--- src/rtl/fsm_pkg.sv ---
// Shared encodings for the read/write sequencing FSM and its command issuer.
// Select codes, request opcodes, issuer state encodings and an op-to-sel helper.
package fsm_pkg;

    localparam logic [1:0] SEL_NONE = 2'b00;
    localparam logic [1:0] SEL_RD   = 2'b01;
    localparam logic [1:0] SEL_WR   = 2'b10;

    localparam logic OP_RD = 1'b0;
    localparam logic OP_WR = 1'b1;

    typedef enum logic [2:0] {
        S_IDLE  = 3'b001,
        S_CHAIN = 3'b010,
        S_GAP   = 3'b100
    } state_t;

    function automatic logic [1:0] op2sel(input logic op);
        return (op == OP_WR) ? SEL_WR : SEL_RD;
    endfunction

endpackage

--- src/rtl/cmd_fifo.sv ---
// 1-bit-wide command FIFO with head and head+1 peek and a 0..2 pop count.
// Ports: clk, rstn, flush, push/push_op, pop_cnt in; head, next, level out.
module cmd_fifo #(
    parameter int DEPTH = 4
) (
    input  logic                   clk,
    input  logic                   rstn,
    input  logic                   flush,
    input  logic                   push,
    input  logic                   push_op,
    input  logic [1:0]             pop_cnt,
    output logic                   head,
    output logic                   next,
    output logic [$clog2(DEPTH):0] level
);

    localparam int AW = $clog2(DEPTH);
    localparam int LW = AW + 1;

    logic          mem [DEPTH];
    logic [AW-1:0] wptr;
    logic [AW-1:0] rptr;
    logic [AW-1:0] rptr1;

    assign rptr1 = rptr + AW'(1);
    assign head  = mem[rptr];
    assign next  = mem[rptr1];

    always_ff @(posedge clk) begin
        if (push) begin
            mem[wptr] <= push_op;
        end
    end

    // Full/empty come from level; pointers simply wrap.
    always_ff @(posedge clk or negedge rstn) begin
        if (!rstn) begin
            wptr  <= '0;
            rptr  <= '0;
            level <= '0;
        end else if (flush) begin
            wptr  <= '0;
            rptr  <= '0;
            level <= '0;
        end else begin
            if (push) begin
                wptr <= wptr + AW'(1);
            end
            rptr  <= rptr + AW'(pop_cnt);
            level <= level + LW'(push) - LW'(pop_cnt);
        end
    end

endmodule

--- src/rtl/fsm_cmd_issue.sv ---
// Queues read/write requests and drives the FSM sel input with paced pulses.
// Ports: clk, rstn, cmd_valid/cmd_op/cmd_ready, flush in; sel, level, busy out.
module fsm_cmd_issue #(
    parameter int DEPTH    = 4,
    parameter int GAP      = 2,
    parameter bit CHAIN_EN = 1'b1
) (
    input  logic                   clk,
    input  logic                   rstn,
    input  logic                   cmd_valid,
    input  logic                   cmd_op,
    output logic                   cmd_ready,
    input  logic                   flush,
    output logic [1:0]             sel,
    output logic [$clog2(DEPTH):0] level,
    output logic                   busy
);

    import fsm_pkg::*;

    localparam int LW = $clog2(DEPTH) + 1;
    localparam int GW = $clog2(GAP + 1);

    state_t        state;
    logic [GW-1:0] gap;
    logic          head;
    logic          next;
    logic          push;
    logic          issue;
    logic          chain;
    logic [1:0]    pop_cnt;

    assign cmd_ready = (level != LW'(DEPTH)) & ~flush;
    assign push      = cmd_valid & cmd_ready;
    assign busy      = (state != S_IDLE) | (level != '0);

    assign issue = (state == S_IDLE) & (level != '0) & ~flush;

    // Read with a queued write behind it goes out as back-to-back pulses.
    assign chain = CHAIN_EN & issue
                 & (head == OP_RD)
                 & (level >= LW'(2))
                 & (next == OP_WR);

    assign pop_cnt = chain ? 2'd2 : (issue ? 2'd1 : 2'd0);

    cmd_fifo #(
        .DEPTH(DEPTH)
    ) u_fifo (
        .clk    (clk),
        .rstn   (rstn),
        .flush  (flush),
        .push   (push),
        .push_op(cmd_op),
        .pop_cnt(pop_cnt),
        .head   (head),
        .next   (next),
        .level  (level)
    );

    // Gap counter keeps the FSM quiet until it has returned to IDLE.
    always_ff @(posedge clk or negedge rstn) begin
        if (!rstn) begin
            state <= S_IDLE;
            sel   <= SEL_NONE;
            gap   <= '0;
        end else begin
            unique case (1'b1)
                state[0]: begin
                    if (issue) begin
                        sel   <= op2sel(head);
                        gap   <= GW'(GAP);
                        state <= chain ? S_CHAIN : S_GAP;
                    end else begin
                        sel <= SEL_NONE;
                    end
                end
                state[1]: begin
                    sel   <= SEL_WR;
                    gap   <= gap - GW'(1);
                    state <= S_GAP;
                end
                state[2]: begin
                    sel <= SEL_NONE;
                    gap <= gap - GW'(1);
                    if (gap == GW'(1)) begin
                        state <= S_IDLE;
                    end
                end
                default: begin
                    sel   <= SEL_NONE;
                    gap   <= '0;
                    state <= S_IDLE;
                end
            endcase
        end
    end

endmodule
--- config.mk ---
export PLATFORM = sky130hd
export DESIGN_NAME = fsm_cmd_issue
export DESIGN_NICKNAME = d
export VERILOG_FILES = /design/src/rtl/fsm_pkg.sv /design/src/rtl/cmd_fifo.sv /design/src/rtl/fsm_cmd_issue.sv
export SDC_FILE = /design/constraint.sdc
export NUM_CORES = 1
export LEC_CHECK = 0
export CAP_MARGIN = 20
export CORE_UTILIZATION = 48
export DETAILED_ROUTE_END_ITERATION = 10
export PLACE_DENSITY = 0.82
export SLEW_MARGIN = 20
export SYNTH_ARGS = -nofsm -noshare
export SYNTH_HDL_FRONTEND = slang
export SYNTH_SLANG_ARGS = --single-unit
export TNS_END_PERCENT = 5
--- constraint.sdc ---
create_clock -name clk -period 2.4 [get_ports clk]
set_input_delay 0.24 -clock clk [delete_from_list [all_inputs] [get_ports clk]]
set_output_delay 0.24 -clock clk [all_outputs]
set_load 0.02 [all_outputs]
# Yosys cells after proc, flatten, opt, wreduce, memory -nomap -nowiden
# Memory sizes are Yosys's and may differ from the RTL's.
# Cells that the tools add are included.
[op_classes] add_sub_neg=6 multipliers=0 div=0 n_lt_le_gt_ge=1 eq_ne=5 n_shift=0 n_mux=17 bitwise=10 reduce_logical=3
[op_table] cell="$mux W2" n=7
[op_table] cell="$mux W3" n=4
[op_table] cell="$pmux W3 S3" n=1
[op_table] cell="$pmux W2 S2" n=2
[op_table] cell="$and A1 B1 Y1" n=7
[op_table] cell="$add A2 B1 Y2 const B" n=2
[op_table] cell="$add A3 B1 Y3" n=1
[op_table] cell="$eq A3 B1 Y1 const B" n=1
[op_table] cell="$ge A3 B2 Y1 const B" n=1
[op_table] cell="$mux W1" n=3
[op_table] cell="$ne A3 B1 Y1 const B" n=1
[op_table] cell="$ne A3 B3 Y1 const B" n=1
[op_table] cell="$reduce_bool A3 Y1" n=1
[op_table] cell="$sub A3 B2 Y3" n=1
[op_table] cell="$add A2 B2 Y2" n=1
[op_table] cell="$eq A2 B1 Y1 const B" n=1
[op_table] cell="$ne A2 B1 Y1 const B" n=1
[op_table] cell="$not A1 Y1" n=2
[op_table] cell="$reduce_bool A2 Y1" n=1
[op_table] cell="$reduce_or A2 Y1" n=1
[op_table] cell="$sub A2 B1 Y2 const B" n=1
[op_table] cell="$or A1 B1 Y1" n=1
[totals] register_bits=14 latchBits=0 ramBits=4 rom_bits=0 inputBits=5 out_inout_bits=7 wordCells=49 n_memories=1
[mem_list] memory="u_fifo.mem" words=4 word_bits=1 read_ports=2 rd_ports_with_merged_regs=0 write_ports=1 line_no="cmd_fifo.sv:20" source="logic mem [DEPTH];"

# Depth between registers and ports, before layout
[logic_depth] depth_word=9 mapped_depth=11 depth_no_buf=10

# Modules after synthesis
# From an unflattened synthesis, not the netlist that was laid out.
[hier_totals] hier_cells=78 hier_area_um2=975.9
[modules_own_cells] module="cmd_fifo" instances=1 cells_per_inst=44 area_each_um2=614.3 seq_area_each_um2=295.3
[modules_own_cells] module="fsm_cmd_issue" instances=1 cells_per_inst=34 area_each_um2=361.6 seq_area_each_um2=176.4

# Worst setup path after synthesis
# OpenSTA, ideal clock, no wires.
[synth_path] kind="flip-flop to flip-flop" startpoint="register state[0]" endpoint="register u_fifo.level[2]" setup_time_ps=123 arrival_time_ps=2270 required_ps=2277 slack_ps=7 stages_incl_launch_ff=11 n_path_buf=0 period_less_slack_ps=2393 path_cell_list="dfstp_2 -> nor4b_4 -> nand2b_1 -> a211o_1 -> xnor2_1 -> ha_1 -> inv_1 -> fa_1 -> xor2_1 -> xnor2_1 -> nor2_1"
[synth_between] elab_chain_len=9 elab_cells_between_ends=10 cone_classes="1 x add/sub; 1 x eq/ne; 3 x mux; 5 x bitwise"
[synth_lines] element="start, declared" line_no="fsm_cmd_issue.sv:24" source="state_t state;"
[synth_lines] element="start signal, assigned" line_no="fsm_cmd_issue.sv:73" source="state <= chain ? S_CHAIN : S_GAP;"
[synth_lines] element="$eq A3 B1 Y1 *" line_no="fsm_cmd_issue.sv:37" source="assign issue = (state == S_IDLE) & (level != '0) & ~flush;"
[synth_lines] element="$and A1 B1 Y1 * (2 in a row)" line_no="fsm_cmd_issue.sv:37"
[synth_lines] element="$and A1 B1 Y1" line_no="fsm_cmd_issue.sv:41" source="& (head == OP_RD)"
[synth_lines] element="$and A1 B1 Y1" line_no="fsm_cmd_issue.sv:42" source="& (level >= LW'(2))"
[synth_lines] element="$and A1 B1 Y1" line_no="fsm_cmd_issue.sv:43" source="& (next == OP_WR);"
[synth_lines] element="$mux W2 *" line_no="fsm_cmd_issue.sv:45" source="assign pop_cnt = chain ? 2'd2 : (issue ? 2'd1 : 2'd0);"
[synth_lines] element="$sub A3 B2 Y3 *" line_no="cmd_fifo.sv:50" source="level <= level + LW'(push) - LW'(pop_cnt);"
[synth_lines] element="$mux W3 *" line_no="cmd_fifo.sv:41" source="end else if (flush) begin"
[synth_lines] element="end signal, assigned" line_no="cmd_fifo.sv:50"
[synth_lines] element="end, declared" line_no="cmd_fifo.sv:14" source="output logic [$clog2(DEPTH):0] level"
# Mark *: on every way between the ends. The rest lies on a longest branch, timed or not.
# A chain may end at the register's enable or synchronous reset.

==> flow_metrics.py <==
metrics = {
    "clocking": {
        "clock_sinks": 18,
        "cts_root_buf": "clkbuf_4",
        "htreeDepth": 1,
        "clock_latency_ns": 0.29,
        "cts_tree": "done",
        "cts_buffer_depth": 2,
        "cts_hold_buffers": 0,
        "clk_pin_slew_worst_paths_ns": 0.10,
        "cts_buffers": 3,
    },
    "die": {
        "io_pins": 12,
        "die_y_um": 47.6,
        "die_x_um": 47.6,
        "core.rowCount": 16,
        "die_area_um2": 2260,
        "start_util_pct": 50.8,
        "core_area_um2": 1960,
    },
    "worst_setup_path": {
        "crit_fanout": 4,
        "crit_end": "u_fifo.level[2]",
        "worstPathArrival_ns": 2.56,
        "end_kind": "register",
        "r2r_cells": 10,
        "worstPathRequired_ns": 2.59,
        "criticalPathCategory": "register to register",
        "rrSetupSlack_ns": 0.03,
        "crit_path_start": "u_fifo.mem[0]",
        "r2r_end": "u_fifo.level[2]",
        "startpoint_type": "register",
        "r2r-start": "u_fifo.mem[0]",
    },
    "detailed_routing": {
        "drc": 0,
        "dr.pass1.iters": 4,
        "avgRoutedWirePerCell_um": 13.3,
        "routed_wl_mm": 1.87,
        "vias": 735,
        "initialDrtViolationCount": 10,
        "drtAntennaViolNets": 0,
        "viasPerCell": 5.21,
    },
    "place": {
        "portBuffers": 11,
        "hpwlAfterDp_mm": 1.44,
        "place_area_um2": 1200,
        "routabilityCongestion": 0.794,
    },
    "synth": {
        "yosys_warnings": 0,
        "postSynthAreaPerCell_um2": 11.2,
        "ys_seq_area_share_pct": 47.3,
        "ys_ff_latch": 18,
        "netlist_area_um2": 997,
        "syn_inst": 89,
        "synth.distinct_cells": 37,
        "synth_fp_nets": 102,
    },
    "final_layout": {
        "final_common_cell": "dfrtp_1",
        "drive_above_1_share_pct": 21.1,
        "design_area_um2": 1260,
        "layout_common_cells": "dfrtp_1, clkdlybuf4s50_1, buf_4",
        "nFillCells": 170,
        "final-seq-area_um2": 472,
        "synthToLayoutAreaGrowth_pct": 26.6,
        "final_util_pct": 64.3,
        "n_antenna_cell": 0,
        "multi_input_area_um2": 512,
        "final_nets": 128,
    },
    "timing": {
        "fin_skew_ns": 0.00269,
        "finalMaxSlewViolations": 0,
        "final-hold-violation-count": 0,
        "clock.fmax_mhz": 422,
        "min_period_ns": 2.37,
        "rsz0062_at_grt": "yes",
        "setup_violations": 0,
        "tightest_slew_ns": 0.612,
        "max_slew_margin_pct": 59.1,
        "fin_crit_sh_pct": 98.8,
    },
    "run_status": {
        "status": "complete, no violations",
    },
    "global_route": {
        "gr-total-overflow": 0,
        "antenna_found_initial": 0,
        "grt_pass1_vias": 671,
        "grt_pass1_wl_mm": 2.89,
        "track_usage_pct": 18.9,
        "grt_max_degree": 15,
    },
    "run": {
        "max_cap_violations": 0,
    },
    "power": {
        "power_per_cell_area_nw_per_um2": 929,
        "peakVddDrop_mv": 0.657,
        "p_leak_nw": 0.603,
    },
    "worst_hold_path": {
        "hp-class": "input port to async pin",
    },
}
-- synth_stat cells --
cell	n	area (um^2)
o221a_2	1	11.3
mux4_2	1	22.5
a211o_1	1	8.76
inv_1	7	26.3
dfstp_2	1	26.3
nor3_1	3	15.0
and3b_1	1	8.76
nor2b_1	2	12.5
nor2_1	9	33.8
ha_1	7	87.6
dfrtp_1	13	325
and3_1	4	25.0
nor4b_4	1	23.8
a21oi_2	1	8.76
mux2i_1	1	10.0
a21oi_1	3	15.0
fa_1	1	20.0
o22ai_1	1	6.26
and2_1	2	12.5
mux2_1	1	11.3
buf_2	1	5.00
o21ai_0	3	15.0
nand2b_1	2	12.5
or3b_1	1	8.76
xor2_1	1	8.76
edfxtp_1	4	120
a221o_1	1	10.0
a22oi_1	1	7.51
nand2_1	2	7.51
a21o_1	3	22.5
nand3_1	2	10.0
mux2_2	1	11.3
xnor2_1	2	17.5
o31ai_1	1	7.51
nor3b_1	1	7.51
and2b_1	1	7.51
nand3b_1	1	7.51
-- routing by layer --
metal | global-route usage [%] | part of all wire [%] | up-vias
li1 | - | - | 367
met1 | 23.0 | 44 | 354
met2 | 32.6 | 51 | 10
met3 | 2.26 | 2.4 | 4
met4 | 10.0 | 2.2 | 0
met5 | 0 | 0 | -
-- area by class of cell --
cell class / instances / area share [%]
inverters: 7 / 2.08
multi-input cells: 63 / 40.5
repair buffers: 22 / 15.3
well taps: 27 / 2.68
clock inverters: 1 / 0.297
clock buffers: 3 / 1.78
flip-flops and latches: 18 / 37.4
-- logic make-up (layout without fill, tap and decap cells) --
group / Yosys count / count (layout) / synth area share (%)
AND/OR/NAND/NOR: 32 / 32 / 19.3
flip-flops: 18 / 18 / 47.3
AO/OA/AOI/OAI: 16 / 16 / 11.3
adder cells (fa/ha/maj): 8 / 8 / 10.8
buffers and inverters: 8 / 33 / 3.14
multiplexers: 4 / 4 / 5.52
XOR/XNOR: 3 / 3 / 2.64
-- critical path, cell delays in order, from the launching register on --
cell and delay [ns]:
edfxtp_1 0.41, or3b_4 0.43, a21oi_4 0.19, a21o_1 0.14
nand2_1 0.05, ha_1 0.28, inv_2 0.04, fa_2 0.37
xor2_1 0.17, xnor2_1 0.14, nor2_1 0.05
-- sequential cells by signal (all words and copies together), names as in the netlist --
name,flops
sel,2
state,3
u_fifo.mem,4
gap,2
u_fifo.rptr,2
u_fifo.level,3
u_fifo.wptr,2
-- worst min-delay path by stage --
stage                start  endpoint  slack (ns)  cells after the start
finish                rstn    sel[1]        0.32                      1
global route          rstn    sel[0]        0.37                      1
CTS                   rstn    sel[1]        0.34                      1
detailed placement  gap[0]    gap[0]        0.49                      1
global placement    gap[0]    gap[0]        0.48                      1
floorplan             rstn    gap[0]       -0.06                      0
-- through the flow --
| stage | power [mW] | hold WS (ns) | TNS (ns) | instances | setup WS [ns] |
|---|---|---|---|---|---|
| 6_report | 1.17 | 0.324 | 0 | 141 | 0.0281 |
| 2_1_floorplan | 0.799 | -0.0556 | 0 | 89 | 0.00721 |
| 3_5_place_dp | 1.01 | 0.492 | -0.173 | 135 | -0.173 |
| 4_1_cts | 1.17 | 0.342 | -0.0138 | 140 | -0.0138 |
| 5_1_grt | 1.25 | 0.370 | -0.106 | 141 | -0.106 |
| 3_3_place_gp | 0.984 | 0.484 | -0.0829 | 135 | -0.0829 |
-- what timing repair did --
item / CTS / global route
resized for setup: 3 / 2
endpoints found under the setup margin: 1 / 1
pin swaps: 5 / 4
buffers inserted: 1 / 1
-- where the power goes --
group          total [mW]  internal [mW]  switching (mW)  leakage (nW)
combinational       0.538          0.280           0.258         0.368
sequential          0.483          0.394          0.0888         0.220
clock               0.151         0.0605          0.0902        0.0154
Power figures use the tool's default switching activity.
